**config.mk**
```make
export PLATFORM = sky130hd
export DESIGN_NAME = seg_scan_decoder
export DESIGN_NICKNAME = d
export VERILOG_FILES = /design/src/rtl/seg_scan_decoder_pkg.sv /design/src/rtl/seg_pattern_decode.sv /design/src/rtl/seg_scan_decoder.sv
export SDC_FILE = /design/constraint.sdc
export NUM_CORES = 1
export LEC_CHECK = 0
export ABC_AREA = 1
export CAP_MARGIN = 20
export CORE_UTILIZATION = 50
export DETAILED_ROUTE_END_ITERATION = 7
export HOLD_SLACK_MARGIN = 0.03
export PLACE_DENSITY = 0.71
export SYNTH_ARGS = -nofsm -noshare
export SYNTH_HDL_FRONTEND = slang
export SYNTH_HIERARCHICAL = 1
export SYNTH_SLANG_ARGS = --single-unit
```
**constraint.sdc**
```tcl
create_clock -name i_clk -period 2.6 [get_ports i_clk]
set_input_delay 0.39 -clock i_clk [delete_from_list [all_inputs] [get_ports i_clk]]
set_output_delay 0.39 -clock i_clk [all_outputs]
set_load 0.01 [all_outputs]
```
**src/rtl/seg_scan_decoder_pkg.sv**
```systemverilog
// rtl/seg_scan_decoder_pkg.sv - shared segment patterns, FSM encoding and helpers for the scan decoder
package seg_scan_decoder_pkg;

    localparam int unsigned DEFAULT_STABLE_CYC = 4;

    localparam logic [6:0] SEG_0 = 7'h3F;
    localparam logic [6:0] SEG_1 = 7'h06;
    localparam logic [6:0] SEG_2 = 7'h5B;
    localparam logic [6:0] SEG_3 = 7'h4F;
    localparam logic [6:0] SEG_4 = 7'h66;
    localparam logic [6:0] SEG_5 = 7'h6D;
    localparam logic [6:0] SEG_6 = 7'h7D;
    localparam logic [6:0] SEG_7 = 7'h07;
    localparam logic [6:0] SEG_8 = 7'h7F;
    localparam logic [6:0] SEG_9 = 7'h6F;
    localparam logic [6:0] SEG_A = 7'h77;
    localparam logic [6:0] SEG_B = 7'h7C;
    localparam logic [6:0] SEG_C = 7'h39;
    localparam logic [6:0] SEG_D = 7'h5E;
    localparam logic [6:0] SEG_E = 7'h79;
    localparam logic [6:0] SEG_F = 7'h71;

    // Element n holds the pattern that displays hex digit n.
    localparam logic [15:0][6:0] SEG_TABLE = {
        SEG_F, SEG_E, SEG_D, SEG_C, SEG_B, SEG_A, SEG_9, SEG_8,
        SEG_7, SEG_6, SEG_5, SEG_4, SEG_3, SEG_2, SEG_1, SEG_0
    };

    typedef enum logic [1:0] {
        ST_IDLE   = 2'd0,
        ST_SETTLE = 2'd1,
        ST_HOLD   = 2'd2
    } scan_state_t;

    function automatic logic is_onehot(input logic [3:0] d);
        return (d != 4'd0) && ((d & (d - 4'd1)) == 4'd0);
    endfunction

    function automatic logic [1:0] onehot_idx(input logic [3:0] d);
        logic [1:0] idx;
        idx = 2'd0;
        for (int i = 0; i < 4; i++) begin
            if (d[i]) idx = i[1:0];
        end
        return idx;
    endfunction

endpackage

```
**src/rtl/seg_pattern_decode.sv**
```systemverilog
// rtl/seg_pattern_decode.sv - combinational seven-segment pattern to hex nibble decoder
module seg_pattern_decode
    import seg_scan_decoder_pkg::*;
(
    input  logic [6:0] seg,
    output logic [3:0] nibble,
    output logic       valid
);

    always_comb begin
        nibble = 4'd0;
        valid  = 1'b0;
        for (int i = 0; i < 16; i++) begin
            if (seg == SEG_TABLE[i]) begin
                nibble = i[3:0];
                valid  = 1'b1;
            end
        end
    end

endmodule

```
**src/rtl/seg_scan_decoder.sv**
```systemverilog
// rtl/seg_scan_decoder.sv - recovers a 4-digit hex frame from a multiplexed seven-segment scan
module seg_scan_decoder
    import seg_scan_decoder_pkg::*;
#(
    parameter int unsigned STABLE_CYC = DEFAULT_STABLE_CYC
)(
    input  logic        i_clk,
    input  logic        i_rst,
    input  logic [3:0]  i_dig,
    input  logic [6:0]  i_seg,
    input  logic        i_dp,
    output logic [15:0] o_value,
    output logic [3:0]  o_dp,
    output logic        o_valid,
    output logic        o_err
);

    localparam logic [7:0] STABLE = 8'(STABLE_CYC);

    logic [3:0]       r_dig, p_dig;
    logic [6:0]       r_seg, p_seg;
    logic             r_dp, p_dp;
    logic             changed;

    scan_state_t      state, state_next;
    logic [7:0]       cnt, cnt_next;
    logic             sample;

    logic [3:0][3:0]  slot_val;
    logic [3:0]       slot_dp;
    logic [3:0]       seen, seen_next;
    logic [3:0]       dec_nib;
    logic             dec_ok;
    logic [1:0]       idx;

    assign changed = {r_dig, r_seg, r_dp} != {p_dig, p_seg, p_dp};
    assign idx     = onehot_idx(r_dig);

    seg_pattern_decode u_decode (
        .seg    (r_seg),
        .nibble (dec_nib),
        .valid  (dec_ok)
    );

    always_ff @(posedge i_clk) begin
        if (i_rst) begin
            state <= ST_IDLE;
            cnt   <= 8'd0;
        end else begin
            state <= state_next;
            cnt   <= cnt_next;
        end
    end

    always_comb begin
        state_next = state;
        cnt_next   = cnt;
        case (state)
            ST_IDLE: begin
                cnt_next = 8'd0;
                if (is_onehot(r_dig)) begin
                    state_next = ST_SETTLE;
                    cnt_next   = 8'd1;
                end
            end
            ST_SETTLE: begin
                if (!is_onehot(r_dig)) begin
                    state_next = ST_IDLE;
                    cnt_next   = 8'd0;
                end else if (changed) begin
                    cnt_next = 8'd1;
                end else if (cnt != STABLE) begin
                    cnt_next = cnt + 8'd1;
                end
            end
            ST_HOLD: begin
                if (changed) begin
                    state_next = is_onehot(r_dig) ? ST_SETTLE : ST_IDLE;
                    cnt_next   = is_onehot(r_dig) ? 8'd1 : 8'd0;
                end
            end
            default: begin
                state_next = ST_IDLE;
                cnt_next   = 8'd0;
            end
        endcase
        // Reaching the threshold from any path takes the sample this edge.
        if (state_next == ST_SETTLE && cnt_next == STABLE) state_next = ST_HOLD;
    end

    always_comb begin
        sample    = (state != ST_HOLD || changed) && (state_next == ST_HOLD);
        seen_next = (seen == 4'hF) ? 4'h0 : seen;
        if (sample) begin
            if (dec_ok) seen_next = seen_next | r_dig;
            else        seen_next = seen_next & ~r_dig;
        end
    end

    always_ff @(posedge i_clk) begin
        if (i_rst) begin
            r_dig    <= 4'd0;
            r_seg    <= 7'd0;
            r_dp     <= 1'b0;
            p_dig    <= 4'd0;
            p_seg    <= 7'd0;
            p_dp     <= 1'b0;
            seen     <= 4'd0;
            slot_val <= '0;
            slot_dp  <= 4'd0;
            o_value  <= 16'h0000;
            o_dp     <= 4'b0000;
            o_valid  <= 1'b0;
            o_err    <= 1'b0;
        end else begin
            r_dig   <= i_dig;
            r_seg   <= i_seg;
            r_dp    <= i_dp;
            p_dig   <= r_dig;
            p_seg   <= r_seg;
            p_dp    <= r_dp;
            seen    <= seen_next;
            o_valid <= 1'b0;
            o_err   <= sample && !dec_ok;
            // Completion publishes the slots as they stood before any same-edge sample.
            if (seen == 4'hF) begin
                o_value <= slot_val;
                o_dp    <= slot_dp;
                o_valid <= 1'b1;
            end
            if (sample && dec_ok) begin
                slot_val[idx] <= dec_nib;
                slot_dp[idx]  <= r_dp;
            end
        end
    end

endmodule

```
==> summary.md <==
| Metric | Value |
|---|---|
| Inserted Clock Buffers | 9 |
| Hold wc startpoint | slot_val[6] |
| Core box area | approximately 7300 µm² |
| Critical Path Source Type | register |
| Most instantiated cells after synthesis | nand2_1 (135), nor2_1 (108), dfxtp_1 (80) |
| Max Cap Violations | 0 |
| CTS Sinks | 80 |
| GR Util All Layers | 0.217 |
| Gpl congestion | ~0.96 |
| Ant. Diodes | 0 |
| Drt wl/cell | 11.2 µm |
| Switching Share | 0.236 |
| Layout cell share with drive strength beyond 1 | 0.0927 |
| Min Tclk post-route | roughly 2.3 ns |
| Number of global-route vias before repair | around 3000 |
| Dominant synthesized flop cell | dfxtp_1 |
| # hold bufs at CTS | 0 |
| Fmax | around 430 MHz |
| Global route overflow | 0 |
| DRC violations left | 0 |
| Drt first-iter violations | between 150 and 200 |
| Mapped Area | 3800 µm² |
| Post-CTS setup buffer count | 0 |
| H-tree depth | 3 |
| Combinational share of power | 0.071 |
| Hold path depth | 2 |
| Clock-pin slew on the worst setup and hold paths | roughly 0.080 ns |
| Clk Latency, worst-skew pair | ~0.35 ns |
| CTS tree | done |
| Synth Instances | about 560 |
| Starting Density | 0.521 |
| Async set-reset flop share out of synthesis | 0 |
| Num ports | 36 |
| Fin Setup TNS | 0 ns |
| Setup-failing EPs final | 0 |
| Sequential area share after synthesis | 0.421 |
| Pin count of the biggest net entering global routing | between 40 and 50 |
| Die width | between 80 and 90 µm |
| Final net count | 615 |
| Crit path DAT | approximately 2.6 ns |
| Initial antenna violation count | 0 |
| Syn_nets | between 500 and 600 |
| Max-slew headroom | 0.748 |
| Cells on worst reg2reg path | 16 |
| Yosys Warn Count | 6 |
| Seq cells post-synth | 80 |
| Switching pwr | roughly 570 µW |
| Area contributors post-synth | dfxtp_1 (42%), nand2_1 (13%), nor2_1 (11%), inv_1 (7.6%), a21oi_1 (3.8%) |
| Die Height | roughly 89 µm |
| Root Driver | clkbuf_8 |
| VDD IR-drop max | ~340 µV |
| Final Worst Setup Slack | approximately 0.28 ns |
| Critical Path RT | 2.89 ns |
| TritonRoute pass-1 iters | 4 |
| Register share of total power | 0.526 |
| Hold crit path type | register to register |
| Routed WL | ~7900 µm |
| Final Hold Fails | 0 |
| Non-Filler Instances | 703 |
| Clock group share of total power | 0.403 |
| Post-synth EDFFs | 0 |
| Global-route wire length before repair | around 13000 µm |
| CP max FO | 9 |
| # rows | 31 |
| Power density cells | about 540 nW/µm² |
| Critical Path Sink Type | register |
| Worst slack, placed | ~0.21 ns |
| Internal Power | ~1.9 mW |
| Unrepaired setup endpoints after global routing | false |
| Synth cell types | 32 |
| Post-Syn Area per Cell | 6.75 µm² |
| Slew @ Worst Pin | roughly 0.38 ns |
| Hold EP | o_value[6] |
| R2R setup slack | around 0.28 ns |
| Layout area overhead | 17.3% |
| Most common cell in the netlist | nand2_1 |
| DP Wirelength | 5800 µm |
| Status | finished clean |
| Worst reg2reg path endpoint | seen[0] |
| # port buffers | 35 |
| Max Buffers Root-to-Sink | 2 |
| Die ar. | 7960 µm² |
| R2R Path Start | r_dig[0] |
| Crit share post-route | 0.893 |
| PostCTS Resize Cnt | 0 |
| Share of the synthesized area in the top cell type | 0.421 |
| Vias | between 3000 and 4000 |
| DRT antenna net count | 0 |
| Cell Count Post-Placement | about 690 |
| Setup CP Type | register to register |
| Static leakage | between 2 and 2.5 nW |
| Setup Skew | around 0.0075 ns |
| Vias per cell | between 4 and 5 |
| Yosys top cell by area | dfxtp_1 |
| Max-slew violations | 0 |
==> routing by layer <==
| metal | global-route usage | wire length (µm) | vias up |
|---|---|---|---|
| li1 | - | - | 1798 |
| met1 | 0.290 | 3800 | 1504 |
| met2 | 0.343 | 3610 | 70 |
| met3 | 0.0508 | 339 | 11 |
| met4 | 0.0823 | 116 | 0 |
| met5 | 0 | 0 | - |
==> cells in the final DEF (no fill, tap or decap), types with 5 or more instances in the layout <==
cell type | Yosys | layout
nand2_1 | 135 | 135
inv_1 | 77 | 77
nand2_2 | 6 | 6
nor2_1 | 108 | 108
nor3_1 | 5 | 5
xnor2_1 | 6 | 6
clkbuf_8 | 0 | 9
clkdlybuf4s50_1 | 0 | 35
nand4_1 | 10 | 10
o21ai_0 | 24 | 24
inv_2 | 11 | 11
nand3_1 | 22 | 22
a21oi_1 | 29 | 29
nor2_2 | 10 | 10
dfxtp_1 | 80 | 80
==> layout make-up <==
class	count	area [µm²]
Clock buffer	11	131
Fill cell	691	2830
Tap cell	99	124
Multi-Input combinational cell	380	1810
Clock inverter	5	81.3
Sequential cell	80	1600
Inverter	89	334
Timing Repair Buffer	39	380
==> sequential cells by signal, indices dropped and copies added (netlist names) <==
register	count
r_dp	1
r_seg	7
r_dig	4
p_dp	1
o_err	1
slot_val	16
state	2
o_value	16
p_dig	4
p_seg	7
o_valid	1
seen	4
cnt	8
o_dp	4
slot_dp	4
==> cell families after synthesis <==
kind of cell               count (synthesis)  share of synthesized area
and+or+nand+nor                          309                      0.364
adders and majority gates                  2                    0.00658
buffers and inverters                    103                      0.106
DFF                                       80                      0.421
AOI/OAI and AO/OA                         59                     0.0796
xor gates and xnor gates                  10                     0.0230
==> power groups by stage <==
| stage | Combinational, mW | Clock (mW) | Sequential (mW) |
|---|---|---|---|
| floorplan | 0.126 | 0 | 1.29 |
| global placement | 0.167 | 0 | 1.30 |
| detailed placement | 0.170 | 0 | 1.30 |
| CTS | 0.171 | 1.01 | 1.27 |
| global route | 0.196 | 1.06 | 1.28 |
| finish | 0.171 | 0.978 | 1.27 |
==> worst max-delay path, cell delays in order (launching register included) <==
cell and delay [ns]:
dfxtp_1 0.45, inv_2 0.09, nand2_1 0.06, nand2_1 0.08, clkinv_1 0.05, nand2_1 0.04, nor2_1 0.14, nand2_1 0.11
nor2_4 0.16, nand3_1 0.14, nand2_1 0.11, nand3_2 0.14, nor2_8 0.23, nand2_1 0.15, inv_2 0.12, nand2_1 0.06
a21oi_1 0.14
==> stage by stage <==
step	total power, mW	hold slack [ns]	area (µm²)	util
global placement	1.47	0.438	4240	0.581
finish	2.42	0.453	4460	0.612
CTS	2.45	0.453	4450	0.611
floorplan	1.42	0.429	3800	-
global route	2.53	0.471	4460	0.612
detailed placement	1.47	0.443	4240	0.581
==> worst max path at each step <==
stage	endpoint	cells after the start	start
4_1_cts	slot_val[15]	15	r_dig[0]
6_report	seen[0]	16	r_dig[0]
3_3_place_gp	slot_val[13]	15	r_dig[0]
5_1_grt	slot_dp[1]	16	r_dig[0]
2_1_floorplan	slot_val[14]	13	r_seg[1]
3_5_place_dp	slot_val[15]	15	r_dig[0]
Note: power is estimated with default switching activity, not from simulation.
